**src/rtl/hs_fifo_sender.sv**
```systemverilog
// hs_fifo_sender: small FIFO feeding a request/acknowledge handshake sender.
// Words written on din are queued, then presented one at a time on bus_data
// with rqst signalled in four-phase (PHASE=4) or two-phase (PHASE=2) style.
// ack is asynchronous and enters through a SYNC-stage flop chain.
module hs_fifo_sender #(
  parameter int B     = 16,
  parameter int D     = 4,
  parameter int PHASE = 4,
  parameter int SYNC  = 2
) (
  input  logic                   clk,
  input  logic                   rst,
  input  logic                   en,
  input  logic [B-1:0]           din,
  output logic                   full,
  output logic [$clog2(D+1)-1:0] count,
  input  logic                   ack,
  output logic                   rqst,
  output logic [B-1:0]           bus_data
);

  localparam int AW = $clog2(D);
  localparam int CW = $clog2(D+1);

  localparam logic [1:0] IDLE     = 2'd0;
  localparam logic [1:0] SETUP    = 2'd1;
  localparam logic [1:0] WAIT_ACK = 2'd2;
  localparam logic [1:0] WAIT_REL = 2'd3;

  logic [1:0]    state;
  logic [B-1:0]  mem [D];
  logic [AW-1:0] wptr;
  logic [AW-1:0] rptr;
  logic [SYNC-1:0] ack_sync;
  logic          ack_s;
  logic          wr;
  logic          pop;

  assign ack_s = ack_sync[SYNC-1];
  assign full  = (count == CW'(D));
  assign wr    = en & ~full;
  // In four-phase mode the previous handshake must be fully released first.
  assign pop   = (state == IDLE) && (count != '0) && ((PHASE == 2) || !ack_s);

  // Synchronise the asynchronous acknowledge into the clk domain.
  always_ff @(posedge clk) begin
    if (rst) begin
      ack_sync <= '0;
    end else begin
      ack_sync <= {ack_sync[SYNC-2:0], ack};
    end
  end

  // FIFO storage; no reset needed since pointers define validity.
  always_ff @(posedge clk) begin
    if (wr && !rst) begin
      mem[wptr] <= din;
    end
  end

  // Pointers and occupancy; pointers wrap naturally because D is a power of 2.
  always_ff @(posedge clk) begin
    if (rst) begin
      wptr  <= '0;
      rptr  <= '0;
      count <= '0;
    end else begin
      if (wr) begin
        wptr <= wptr + 1'b1;
      end
      if (pop) begin
        rptr <= rptr + 1'b1;
      end
      case ({wr, pop})
        2'b10:   count <= count + 1'b1;
        2'b01:   count <= count - 1'b1;
        default: count <= count;
      endcase
    end
  end

  // Handshake sequencer: load head word, raise/toggle rqst, wait for ack.
  always_ff @(posedge clk) begin
    if (rst) begin
      state    <= IDLE;
      rqst     <= 1'b0;
      bus_data <= '0;
    end else begin
      case (state)
        IDLE: begin
          if (pop) begin
            bus_data <= mem[rptr];
            state    <= SETUP;
          end
        end
        SETUP: begin
          if (PHASE == 2) begin
            rqst <= ~rqst;
          end else begin
            rqst <= 1'b1;
          end
          state <= WAIT_ACK;
        end
        WAIT_ACK: begin
          if (PHASE == 2) begin
            if (ack_s == rqst) begin
              state <= IDLE;
            end
          end else if (ack_s) begin
            rqst  <= 1'b0;
            state <= WAIT_REL;
          end
        end
        WAIT_REL: begin
          if (!ack_s) begin
            state <= IDLE;
          end
        end
        default: state <= IDLE;
      endcase
    end
  end

endmodule

```
**config.mk**
```make
export PLATFORM = sky130hd
export DESIGN_NAME = hs_fifo_sender
export DESIGN_NICKNAME = d
export VERILOG_FILES = /design/src/rtl/hs_fifo_sender.sv
export SDC_FILE = /design/constraint.sdc
export NUM_CORES = 1
export LEC_CHECK = 0
export ABC_AREA = 1
export CAP_MARGIN = 20
export CORE_AREA = 2 2 102 104
export CTS_BUF_LIST = sky130_fd_sc_hd__clkbuf_16
export CTS_CLUSTER_DIAMETER = 40
export DETAILED_ROUTE_END_ITERATION = 6
export DIE_AREA = 0 0 104 106
export HOLD_SLACK_MARGIN = 0.03
export PLACE_DENSITY = 0.57
export RECOVER_POWER = 25
export SKIP_LAST_GASP = 1
export SYNTH_ARGS = -nofsm -noshare
export SYNTH_HDL_FRONTEND = slang
export SYNTH_SLANG_ARGS = --single-unit
```
**constraint.sdc**
```tcl
create_clock -name clk -period 1.87 [get_ports clk]
set_input_delay 0.2805 -clock clk [delete_from_list [all_inputs] [get_ports clk]]
set_output_delay 0.2805 -clock clk [all_outputs]
set_load 0.02 [all_outputs]
```
# --- After elaboration in Yosys (flattened, before gate mapping) ---
# Memories as Yosys holds them, arrays and structs flattened. A register that Yosys moved wholly into a read port is not among the register bits.
# Cells that the tools add are included.
totals:
  n_memories: 1
  output_inout_bits: 21
  inputBits: 20
  ramBits: 64
  wordCells: 43
  reg_bits: 12
memory_table:
  columns: ["memory", "words", "word_bits", "read_ports", "rd_ports_with_merged_regs", "wr", "line", "text"]
  rows:
  - ["mem", 4, 16, 1, 1, 1, "31", "logic [B-1:0] mem [D];"]
classes:
  mux: 9
  n_reduce_logical: 12
  n_addsub: 4
  eq_ne: 9
  n_bitwise: 2
op_table:
  columns: ["cell", "n"]
  rows:
  - ["$pmux 2 s4", 1]
  - ["$eq 2x2->1 const B", 3]
  - ["$mux 2", 3]
  - ["$ne 2x2->1 const B", 3]
  - ["$pmux 3 s2", 1]
  - ["$add 2x1->2 const B", 2]
  - ["$eq 2x1->1 const B", 2]
  - ["$reduce_and 2->1", 2]
  - ["$reduce_bool 2->1", 2]
  - ["$add 3x1->3 const B", 1]
  - ["$eq 3x3->1 const B", 1]
  - ["$logic_and 1x1->1", 3]
  - ["$mux 1", 3]
  - ["$reduce_and 3->1", 1]
  - ["$reduce_bool 3->1", 1]
  - ["$sub 3x1->3 const B", 1]
  - ["$logic_not 1->1", 2]
  - ["$logic_not 2->1", 1]
  - ["$pmux 1 s2", 1]
  - ["$and 1x1->1", 1]
  - ["$not 1->1", 1]

# --- Depth between registers and ports, before layout ---
# Gate-level depths: netlist of run 1.
depth:
  depth_word: 6
  ltp_mapped: 15

# --- Least setup slack after synthesis of run 1 ---
# No wires, ideal clock.
synth_path:
  path_type: "register -> register"
  from: "register state[0]"
  to: "register count[2]"
  synth_period_minus_slack_ns: 2.055
  setup_slack_ns: -0.185
  path_stages_with_launch: 15
  arrival_time_ns: 1.935
  cell_sequence: "dfxtp_1 inv_1 ha_1 inv_1 nor2_4 nand2_4 inv_4 buf_4 ha_1 inv_1 fa_1 nand2_1 nand3_1 o21ai_0 a21oi_1"
synth_via:
  elab_chain_cells: 5
  word_cells_on_any_way: 7
  classes_between: "2 x eq/ne; 1 x mux; 4 x reduce/logical"
synth_rtl:
  columns: ["item", "line", "text"]
  rows:
  - ["from (decl)", "30", "logic [1:0] state;"]
  - ["from (signal assigned)", "85", "state <= IDLE;"]
  - ["from (signal assigned)", "93", "state <= SETUP;"]
  - ["from (signal assigned)", "102", "state <= WAIT_ACK;"]
  - ["$logic_not 2->1 (*)", "43", "assign pop = (state == IDLE) && (count != '0) && ((PHASE == 2) || !ack_s);"]
  - ["$logic_and 1x1->1 (*) (2 in series)", "43", null]
  - ["$eq 2x1->1 or $eq 2x2->1 (tied branches)", "74", "case ({wr, pop})"]
  - ["$pmux 3 s2 or $reduce_bool 2->1 (tied branches)", null, null]
  - ["to (signal assigned)", "75", "2'b10: count <= count + 1'b1;"]
  - ["to (signal assigned)", "76", "2'b01: count <= count - 1'b1;"]
  - ["to (signal assigned)", "77", "default: count <= count;"]
  - ["to (decl)", "16", "output logic [$clog2(D+1)-1:0] count,"]
# Mark *: on every way between the ends. The rest lies on a longest branch, timed or not.
# A chain may end at the register's enable or synchronous reset.

# --- Worst setup path after layout of run 1 ---
layout_path:
  from: "register state[1]"
  to: "register count[2]"
# Same word-level chain as after synthesis.

==> results of run 1 <==
-- power by group through the flow --
stage          sequential, mW  clock, mW  combinational [mW]
2_1_floorplan            2.97          0                1.91
3_3_place_gp             2.73          0                2.83
3_5_place_dp             2.74          0                2.86
4_1_cts                  2.70       1.78                2.86
5_1_grt                  2.75       1.85                3.14
6_report                 2.70       1.73                2.82
-- metal layers --
layer  vias up  routed length [um]
met2        46                3380
met1      1094                3320
met3        11                 244
met5         -                   0
li1       1267                   -
met4         0                 144
-- synth_stat cells, drive strengths merged --
cell | number | area (sq um)
inv | 26 | 105
clkbuf | 2 | 7.51
nand2 | 28 | 118
nor2 | 111 | 527
fa | 1 | 20.0
o21ai | 57 | 285
buf | 13 | 139
dfxtp | 28 | 561
a21oi | 8 | 40.0
nand3 | 4 | 20.0
edfxtp | 64 | 1920
ha | 10 | 125
-- flip-flops by register name, indices dropped and copies added, names as in the netlist --
name and count:
ack_sync 2, bus_data 16, count 3, mem 64, rptr 2, rqst 1, state 2, wptr 2
-- worst reg2reg max path, cell delays in order (launching register included) --
cell and delay, ns:
dfxtp_4 0.36, inv_4 0.07, ha_4 0.14, inv_2 0.04
nor2_4 0.09, nand2_4 0.06, inv_4 0.06, ha_4 0.12
inv_2 0.04, fa_2 0.35, inv_1 0.06, nand2_1 0.05
nand3_2 0.07, o21ai_1 0.06, a21oi_1 0.11
-- area by class of cell --
type	instances	area, sq um	area share, %
clock buffers	9	225	4.73
clock inverters	7	61.3	1.29
inverters	26	110	2.31
multi-input cells	219	1170	24.5
flip-flops and latches	92	2490	52.2
well taps	136	170	3.57
repair buffers	52	543	11.4
-- repair_timing --
action,CTS,global route
hold buffers,0,0
setup endpoints to repair,0,2
gates resized for setup,0,5
setup buffers,0,1
-- cell families after synthesis --
group           after synthesis  synth area share, %
buf+inv                      41                 6.50
flops                        92                 64.2
simple gates                143                 17.2
fa+ha+maj                    11                 3.75
compound gates               65                 8.41
-- cell usage in the layout (no fill, tap or decap), drive strengths merged --
cell,count
buf,12
fa,1
clkdlybuf4s50,27
nand2,28
clkinv,2
dlymetal6s2s,1
a21oi,8
dfxtp,28
o21ai,57
bufinv,1
nor2,111
clkbuf,9
ha,10
edfxtp,64
dlygate4sd3,12
inv,29
clkinvlp,1
nand3,4
-- metrics by stage --
| step | power, mW | hold slack (ns) |
|---|---|---|
| after floorplan | 4.88 | 0.352 |
| after global placement | 5.55 | 0.398 |
| after detailed placement | 5.60 | 0.396 |
| after CTS | 7.34 | 0.408 |
| after global routing | 7.75 | 0.430 |
| final | 7.25 | 0.406 |
-- path summary, 6_finish.rpt --
path,from,end,slack (ns),cells past startpoint
setup / recovery,state[1],count[2],0.12,14
setup reg to reg,state[1],count[2],0.12,14
hold / removal,ack_sync[0],ack_sync[1],0.41,2
hold reg to reg,ack_sync[0],ack_sync[1],0.41,2
==> results.toml, run 1 <==
[grt]
grt_pass1_wl_mm = 11.8
grt_max_degree = 35
antenna_found_initial = 0
track_usage_pct = 14.0
met2_usage_pct = 23.4
met1_usage_pct = 17.4
grtUsageMet3_pct = 2.70
busiest_layer = "met2"
overflow = 0
grt_pass1_vias = 2402

[placement]
place_area_sq_um = 4460
place_hpwl_mm = 4.50
pre_cts_ws_ns = 0.0248
portBuffers = 40
gp_congestion = 0.800
placed_cells = 524

[clocking]
clock_path_buffers = 2
cts_made_buffers = 9
clk_pin_slew_worst_paths_ns = 0.06
tritoncts = "yes"
cts_root_buf = "clkbuf_16"
clock_latency_ns = 0.34
htree_levels = 3
cts.sinks = 92

[logic_synthesis]
ys_types = 22
ys_seq_area_share_pct = 64.2
ys_ff_latch = 92
syn_inst = 352
synth_fp_nets = 383
ys_warn_count = 0
synth_area_sq_um = 3870
postSynthAreaPerCell_sq_um = 11.0

[setup_path]
worstSetupEndpointType = "flip-flop"
cp_slowest_cell = "dfxtp_4"
crit_arrival_ns = 2.02
critPathTopFamily = "adder cells"
critPathRequiredTime_ns = 2.15
critPathBufInv = 5
path_class = "flip-flop to flip-flop"
path_cells = "inv_4 > ha_4 > inv_2 > nor2_4 > nand2_4 > inv_4 > ha_4 > inv_2 > fa_2 > inv_1 > nand2_1 > nand3_2 > o21ai_1 > a21oi_1"
critPathMaxStageDelay_ns = 0.36
start_kind = "flip-flop"
crit_path_max_fanout = 4

[power_and_ir_drop]
p_sw_mw = 2.59
intPower_mw = 4.66
pwr-share-clk_pct = 23.9
peakVddDrop_mv = 0.509
comb_power_share_pct = 38.8
p_leak_nw = 1.78
swShare_pct = 35.8
p_per_area_nw_per_um2 = 1520
seq_power_share_pct = 37.3

[timing]
rsz0062_at_grt = "no"
final_hold_viol_count = 0
tightestPinTransition_ns = 0.406
fin_crit_sh_pct = 93.4
relSlewSlack_pct = 72.9
worst_slack_ns = 0.123
maxSlewViolCount = 0
fin_skew_ns = 0.00858
fin_crit_ns = 1.75
setup_tns_ns = 0
setup_viol = 0
fmax_mhz = 572

[floorplan]
die_width_um = 104
die-area_sq_um = 11000
ioPinCount = 41
fp.coreArea_sq_um = 10000
dieHeight_um = 106
start_util_pct = 38.7
num_rows = 37

[layout]
drive_above_1_share_pct = 15.6
area_growth_pct = 23.2
fin_nets = 431
antenna_cells = 0
utilization_pct = 47.6
fill_cells = 934
instances_no_fill = 541
postLayoutCellArea_sq_um = 4760

[run_status]
status = "complete, no violations"

[route]
drtIter0Drc = 124
drc = 0
antenna_left = 0
firstDrtPassIters = 4
num_vias = 2418
wirelength_mm = 7.08
via_per_inst = 4.47
wl_per_cell_um = 13.1

[job]
maxCapViolCount = 0

[min_path]
hp-class = "flip-flop to flip-flop"
No activity file was read; power rests on OpenSTA's default activity.
==> run 2: changes to the inputs <==
--- a/config.mk
+++ b/config.mk
@@ -9,3 +9,3 @@
 export CAP_MARGIN = 20
-export CORE_AREA = 2 2 102 104
+export CORE_AREA = 4 4 93 95
 export CTS_BUF_LIST = sky130_fd_sc_hd__clkbuf_16
@@ -13,5 +13,5 @@
 export DETAILED_ROUTE_END_ITERATION = 6
-export DIE_AREA = 0 0 104 106
+export DIE_AREA = 0 0 97 99
 export HOLD_SLACK_MARGIN = 0.03
-export PLACE_DENSITY = 0.57
+export PLACE_DENSITY = 0.7
 export RECOVER_POWER = 25
==> constraint.sdc (replaced) <==
create_clock -name clk -period 1.87 [get_ports clk]
set_input_delay 0.561 -clock clk [delete_from_list [all_inputs] [get_ports clk]]
set_output_delay 0.561 -clock clk [all_outputs]
set_load 0.02 [all_outputs]
==> run 2 against run 1 <==
Net effect:
- hold slack better by 0.0086 ns
- register-to-register slack about the same
- sequential share of layout area rose by 0.38 points
- routed wire length up 5.2%
- count of clock-buffer cells in the layout unchanged
- die area decreased by 13%
- maximum frequency shrank 4.9%
- critical path type is now flip-flop to output pin
- highest routed layer unchanged
==> results.toml, run 2 (synthesis results as in run 1) <==
[route]
antenna_left = 0
firstDrtPassIters = 4
wl_per_cell_um = 14.6
drc = 0
via_per_inst = 4.98
drtIter0Drc = 104
num_vias = 2540
wirelength_mm = 7.45

[setup_path]
critPathBufInv = 1
path_class = "flip-flop to output pin"
cp_slowest_cell = "clkdlybuf4s50_1"
critPathTopFamily = "buffers and inverters"
path_cells = "clkdlybuf4s50_1"
crit_path_max_fanout = 2
worstSetupEndpointType = "output pin"
critPathMaxStageDelay_ns = 0.61
start_kind = "flip-flop"
critPathRequiredTime_ns = 1.31
crit_arrival_ns = 1.28

[layout]
utilization_pct = 61.2
layout_commonest_cell = "nor2_1"
largest_register_ffs = 64
instances_no_fill = 510
multi_input_area_sq_um = 1170
seq_area_sq_um = 2480
mostFrequentLayoutCells = "nor2_1 (89), edfxtp_1 (64), o21ai_1 (38)"
top_regs = "mem: 64 flops, bus_data: 16 flops, count: 3 flops"
top_register = "mem"
postLayoutCellArea_sq_um = 4730
antenna_cells = 0
fin_nets = 434
area_growth_pct = 22.2
drive_above_1_share_pct = 16.9
fill_cells = 625

[placement]
place_area_sq_um = 4410
placed_cells = 493
portBuffers = 40
gp_congestion = 0.705
pre_cts_ws_ns = -0.264
place_hpwl_mm = 4.87

[floorplan]
die_width_um = 97
start_util_pct = 50.1
dieHeight_um = 99
num_rows = 32
ioPinCount = 41
fp.coreArea_sq_um = 7730
die-area_sq_um = 9600

[grt]
grt_max_degree = 35
grt_pass1_wl_mm = 12.1
track_usage_pct = 16.0
grt_pass1_vias = 2443
overflow = 0
antenna_found_initial = 0

[timing]
worst_slack_ns = 0.0326
maxSlewViolCount = 0
fin_skew_ns = 0.00720
relSlewSlack_pct = 68.4
fin_crit_sh_pct = 98.3
tightestPinTransition_ns = 0.473
setup_viol = 0
final_hold_viol_count = 0
holdWs_ns = 0.415
setup_tns_ns = 0
fmax_mhz = 544
fin_crit_ns = 1.84

[power_and_ir_drop]
p_sw_mw = 2.64
p_leak_nw = 1.88
pwr-share-clk_pct = 23.8
swShare_pct = 36.3
peakVddDrop_mv = 0.728
intPower_mw = 4.63
p_per_area_nw_per_um2 = 1540
totalPowerFinal_mw = 7.27
seq_power_share_pct = 37.8
comb_power_share_pct = 38.4

[clocking]
clk_pin_slew_worst_paths_ns = 0.06
tritoncts = "yes"
cts_made_buffers = 9
cts.sinks = 92
cts_root_buf = "clkbuf_16"
clock_latency_ns = 0.33
htree_levels = 3
clock_path_buffers = 2
ctsHoldBuffers = 0

[job]
maxCapViolCount = 0

[run_status]
status = "complete, no violations"

[min_path]
hp-class = "flip-flop to flip-flop"
[run 2: worst register-to-register path, delay by kind of cell (launching register included)]
| kind | cells | cell delay, ns |
|---|---|---|
| DFF | 1 | 0.34 |
| buffers and inverters | 4 | 0.23 |
| and+or+nand+nor | 4 | 0.33 |
| AOI/OAI and AO/OA | 2 | 0.15 |
| adders and majority gates | 3 | 0.61 |
[run 2: what timing repair did]
action                                  in CTS  in global routing
gates resized for setup                      3                 12
pin swaps                                    0                  2
endpoints found under the setup margin       3                  9
buffers inserted                             0                  1
[run 2: final timing paths]
kind / depth (start not counted) / end / slack (ns) / startpoint
worst min-delay path: 2 / ack_sync[1] / 0.41 / ack_sync[0]
worst min register to register: 2 / ack_sync[1] / 0.41 / ack_sync[0]
worst max-delay path: 1 / bus_data[9] / 0.03 / bus_data[9]
worst max register to register: 13 / count[2] / 0.11 / state[1]
[run 2: layer usage]
| metal | part of all wire (%) | track usage, % | up-vias |
|---|---|---|---|
| met3 | 3.3 | 4.10 | 11 |
| met5 | 0 | 0 | - |
| met1 | 48 | 20.4 | 1222 |
| met2 | 47 | 26.5 | 38 |
| met4 | 1.6 | 6.16 | 0 |
| li1 | - | - | 1269 |
[run 2: power by group through the flow]
stage	Sequential (mW)	Combinational (mW)	Clock, mW
detailed placement	2.79	2.82	0
CTS	2.75	2.82	1.77
global placement	2.77	2.76	0
finish	2.75	2.79	1.73
floorplan	2.97	1.91	0
global route	2.79	3.08	1.86
[run 2: cell type report]
class                           instances  area share (%)
Timing Repair Buffer                   55            11.6
Multi-Input combinational cell        219            24.8
Clock buffer                            9            4.77
Clock inverter                          7            1.30
Sequential cell                        92            52.6
Inverter                               26            2.28
Tap cell                              102            2.70
==> run 3: changes to the inputs <==
- MAX_ROUTING_LAYER: default -> met4
- PLACE_DENSITY: 0.7 -> default
- PLACE_DENSITY_LB_ADDON: default -> 0.2
==> run 3 against run 2 <==
Net effect:
- clock power up 17%
- total power up 3.7%
- combinational power about the same
- largest power group unchanged
- via count down 1.4%
- hold slack worse by 0.0080 ns
- critical path type unchanged
- sequential power about the same
==> results.toml, run 3 (synthesis results as in run 1) <==
[run_status]
status = "complete, no violations"

[clocking]
cts_setup_buffers = 0
clock_latency_ns = 0.33
tritoncts = "yes"
cts.sinks = 92
htree_levels = 3
clk_pin_slew_worst_paths_ns = 0.06
ctsHoldBuffers = 0
cts_made_buffers = 9
clock_path_buffers = 2
cts_root_buf = "clkbuf_16"

[grt]
track_usage_pct = 16.6
grt_pass1_vias = 2423
overflow = 0
grt_max_degree = 35
grt_pass1_wl_mm = 12.1
antenna_found_initial = 0

[power_and_ir_drop]
seq_power_share_pct = 36.4
peakVddDrop_mv = 0.784
pwr-share-clk_pct = 26.9
p_leak_nw = 1.94
intPower_mw = 4.90
p_per_area_nw_per_um2 = 1580
swShare_pct = 35.0
comb_power_share_pct = 36.7
p_sw_mw = 2.64

[route]
num_vias = 2505
drtIter0Drc = 108
antenna_left = 0
wl_per_cell_um = 14.4
wirelength_mm = 7.36
via_per_inst = 4.88
firstDrtPassIters = 4
drc = 0

[setup_path]
worstSetupEndpointType = "output pin"
crit_path_max_fanout = 2
critPathMaxStageDelay_ns = 0.60
critPathTopFamily = "buffers and inverters"
critPathRequiredTime_ns = 1.31
path_cells = "clkdlybuf4s50_1"
critPathBufInv = 1
start_kind = "flip-flop"
crit_arrival_ns = 1.27
path_class = "flip-flop to output pin"
cp_slowest_cell = "clkdlybuf4s50_1"

[floorplan]
die-area_sq_um = 9600
fp.coreArea_sq_um = 7730
dieHeight_um = 99
num_rows = 32
start_util_pct = 50.1
ioPinCount = 41
die_width_um = 97

[placement]
place_hpwl_mm = 4.88
portBuffers = 40
placed_cells = 497
gp_congestion = 0.773
place_area_sq_um = 4420

[layout]
mostFrequentLayoutCells = "nor2_1 (89), edfxtp_1 (64), o21ai_1 (39)"
drive_above_1_share_pct = 17.8
instances_no_fill = 513
top_register = "mem"
layout_commonest_cell = "nor2_1"
postLayoutCellArea_sq_um = 4780
area_growth_pct = 23.6
top_regs = "mem: 64 flops, bus_data: 16 flops, count: 3 flops"
largest_register_ffs = 64
fin_nets = 437
antenna_cells = 0

[timing]
setup_viol = 0
fin_crit_sh_pct = 97.9
fin_skew_ns = 0.00627
maxSlewViolCount = 0
rsz0062_at_grt = "yes"
final_hold_viol_count = 0
relSlewSlack_pct = 64.4
fmax_mhz = 546
fin_crit_ns = 1.83
tightestPinTransition_ns = 0.533

[job]
maxCapViolCount = 0

[min_path]
hp-class = "flip-flop to flip-flop"
-- run 3: cell types whose count changed in the layout (fill, tap and decap cells not counted), sizes merged --
cell,delta
bufinv,+2
buf,+3
clkdlybuf4s50,-1
inv,-2
dlymetal6s2s,+2
clkinv,+1
clkinvlp,-1
dlygate4sd3,-1
-- run 3: area by class of cell --
cell class | count | area (sq um)
tap | 102 | 128
sequential | 92 | 2490
multi-input combinational | 219 | 1170
clock buffer | 9 | 225
clock inverter | 7 | 115
inverter | 26 | 110
fill | 644 | 2940
timing repair buffer | 58 | 551
-- run 3: final timing paths --
kind,slack [ns],from,end,depth (start not counted)
max reg2reg,0.08,state[1],count[2],13
max,0.04,bus_data[13],bus_data[13],1
min reg2reg,0.41,ack_sync[0],ack_sync[1],2
min,0.41,ack_sync[0],ack_sync[1],2
-- run 3: routing by layer --
| metal | global-route usage, % | vias up | routed length, um |
|---|---|---|---|
| met5 | - | - | 0 |
| met4 | 7.24 | 0 | 114 |
| met3 | 3.40 | 8 | 448 |
| met2 | 26.3 | 69 | 3530 |
| met1 | 20.7 | 1155 | 3270 |
| li1 | - | 1273 | - |
-- run 3: per-stage QoR --
| step | utilization, % | setup WS, ns | total power, mW | TNS (ns) | hold slack, ns |
|---|---|---|---|---|---|
| CTS | 61.5 | -0.0124 | 7.63 | -0.0124 | 0.412 |
| detailed placement | 57.1 | -0.283 | 5.60 | -5.75 | 0.404 |
| floorplan | - | -0.00686 | 4.88 | -0.446 | 0.388 |
| finish | 61.9 | 0.0386 | 7.54 | 0 | 0.407 |
| global route | 61.9 | -0.0491 | 8.03 | -0.0491 | 0.429 |
| global placement | 57.1 | -0.245 | 5.55 | -4.92 | 0.394 |
-- run 3: what timing repair did --
| action | in CTS | in global routing |
|---|---|---|
| resized for setup | 3 | 15 |
| setup endpoints to repair | 3 | 11 |
| pin swaps | 0 | 1 |
-- run 3: power by group through the flow --
stage / combinational (mW) / clock (mW) / sequential, mW
finish: 2.77 / 2.03 / 2.75
global route: 3.08 / 2.16 / 2.79
CTS: 2.82 / 2.07 / 2.74
detailed placement: 2.82 / 0 / 2.79
global placement: 2.77 / 0 / 2.78
floorplan: 1.91 / 0 / 2.97
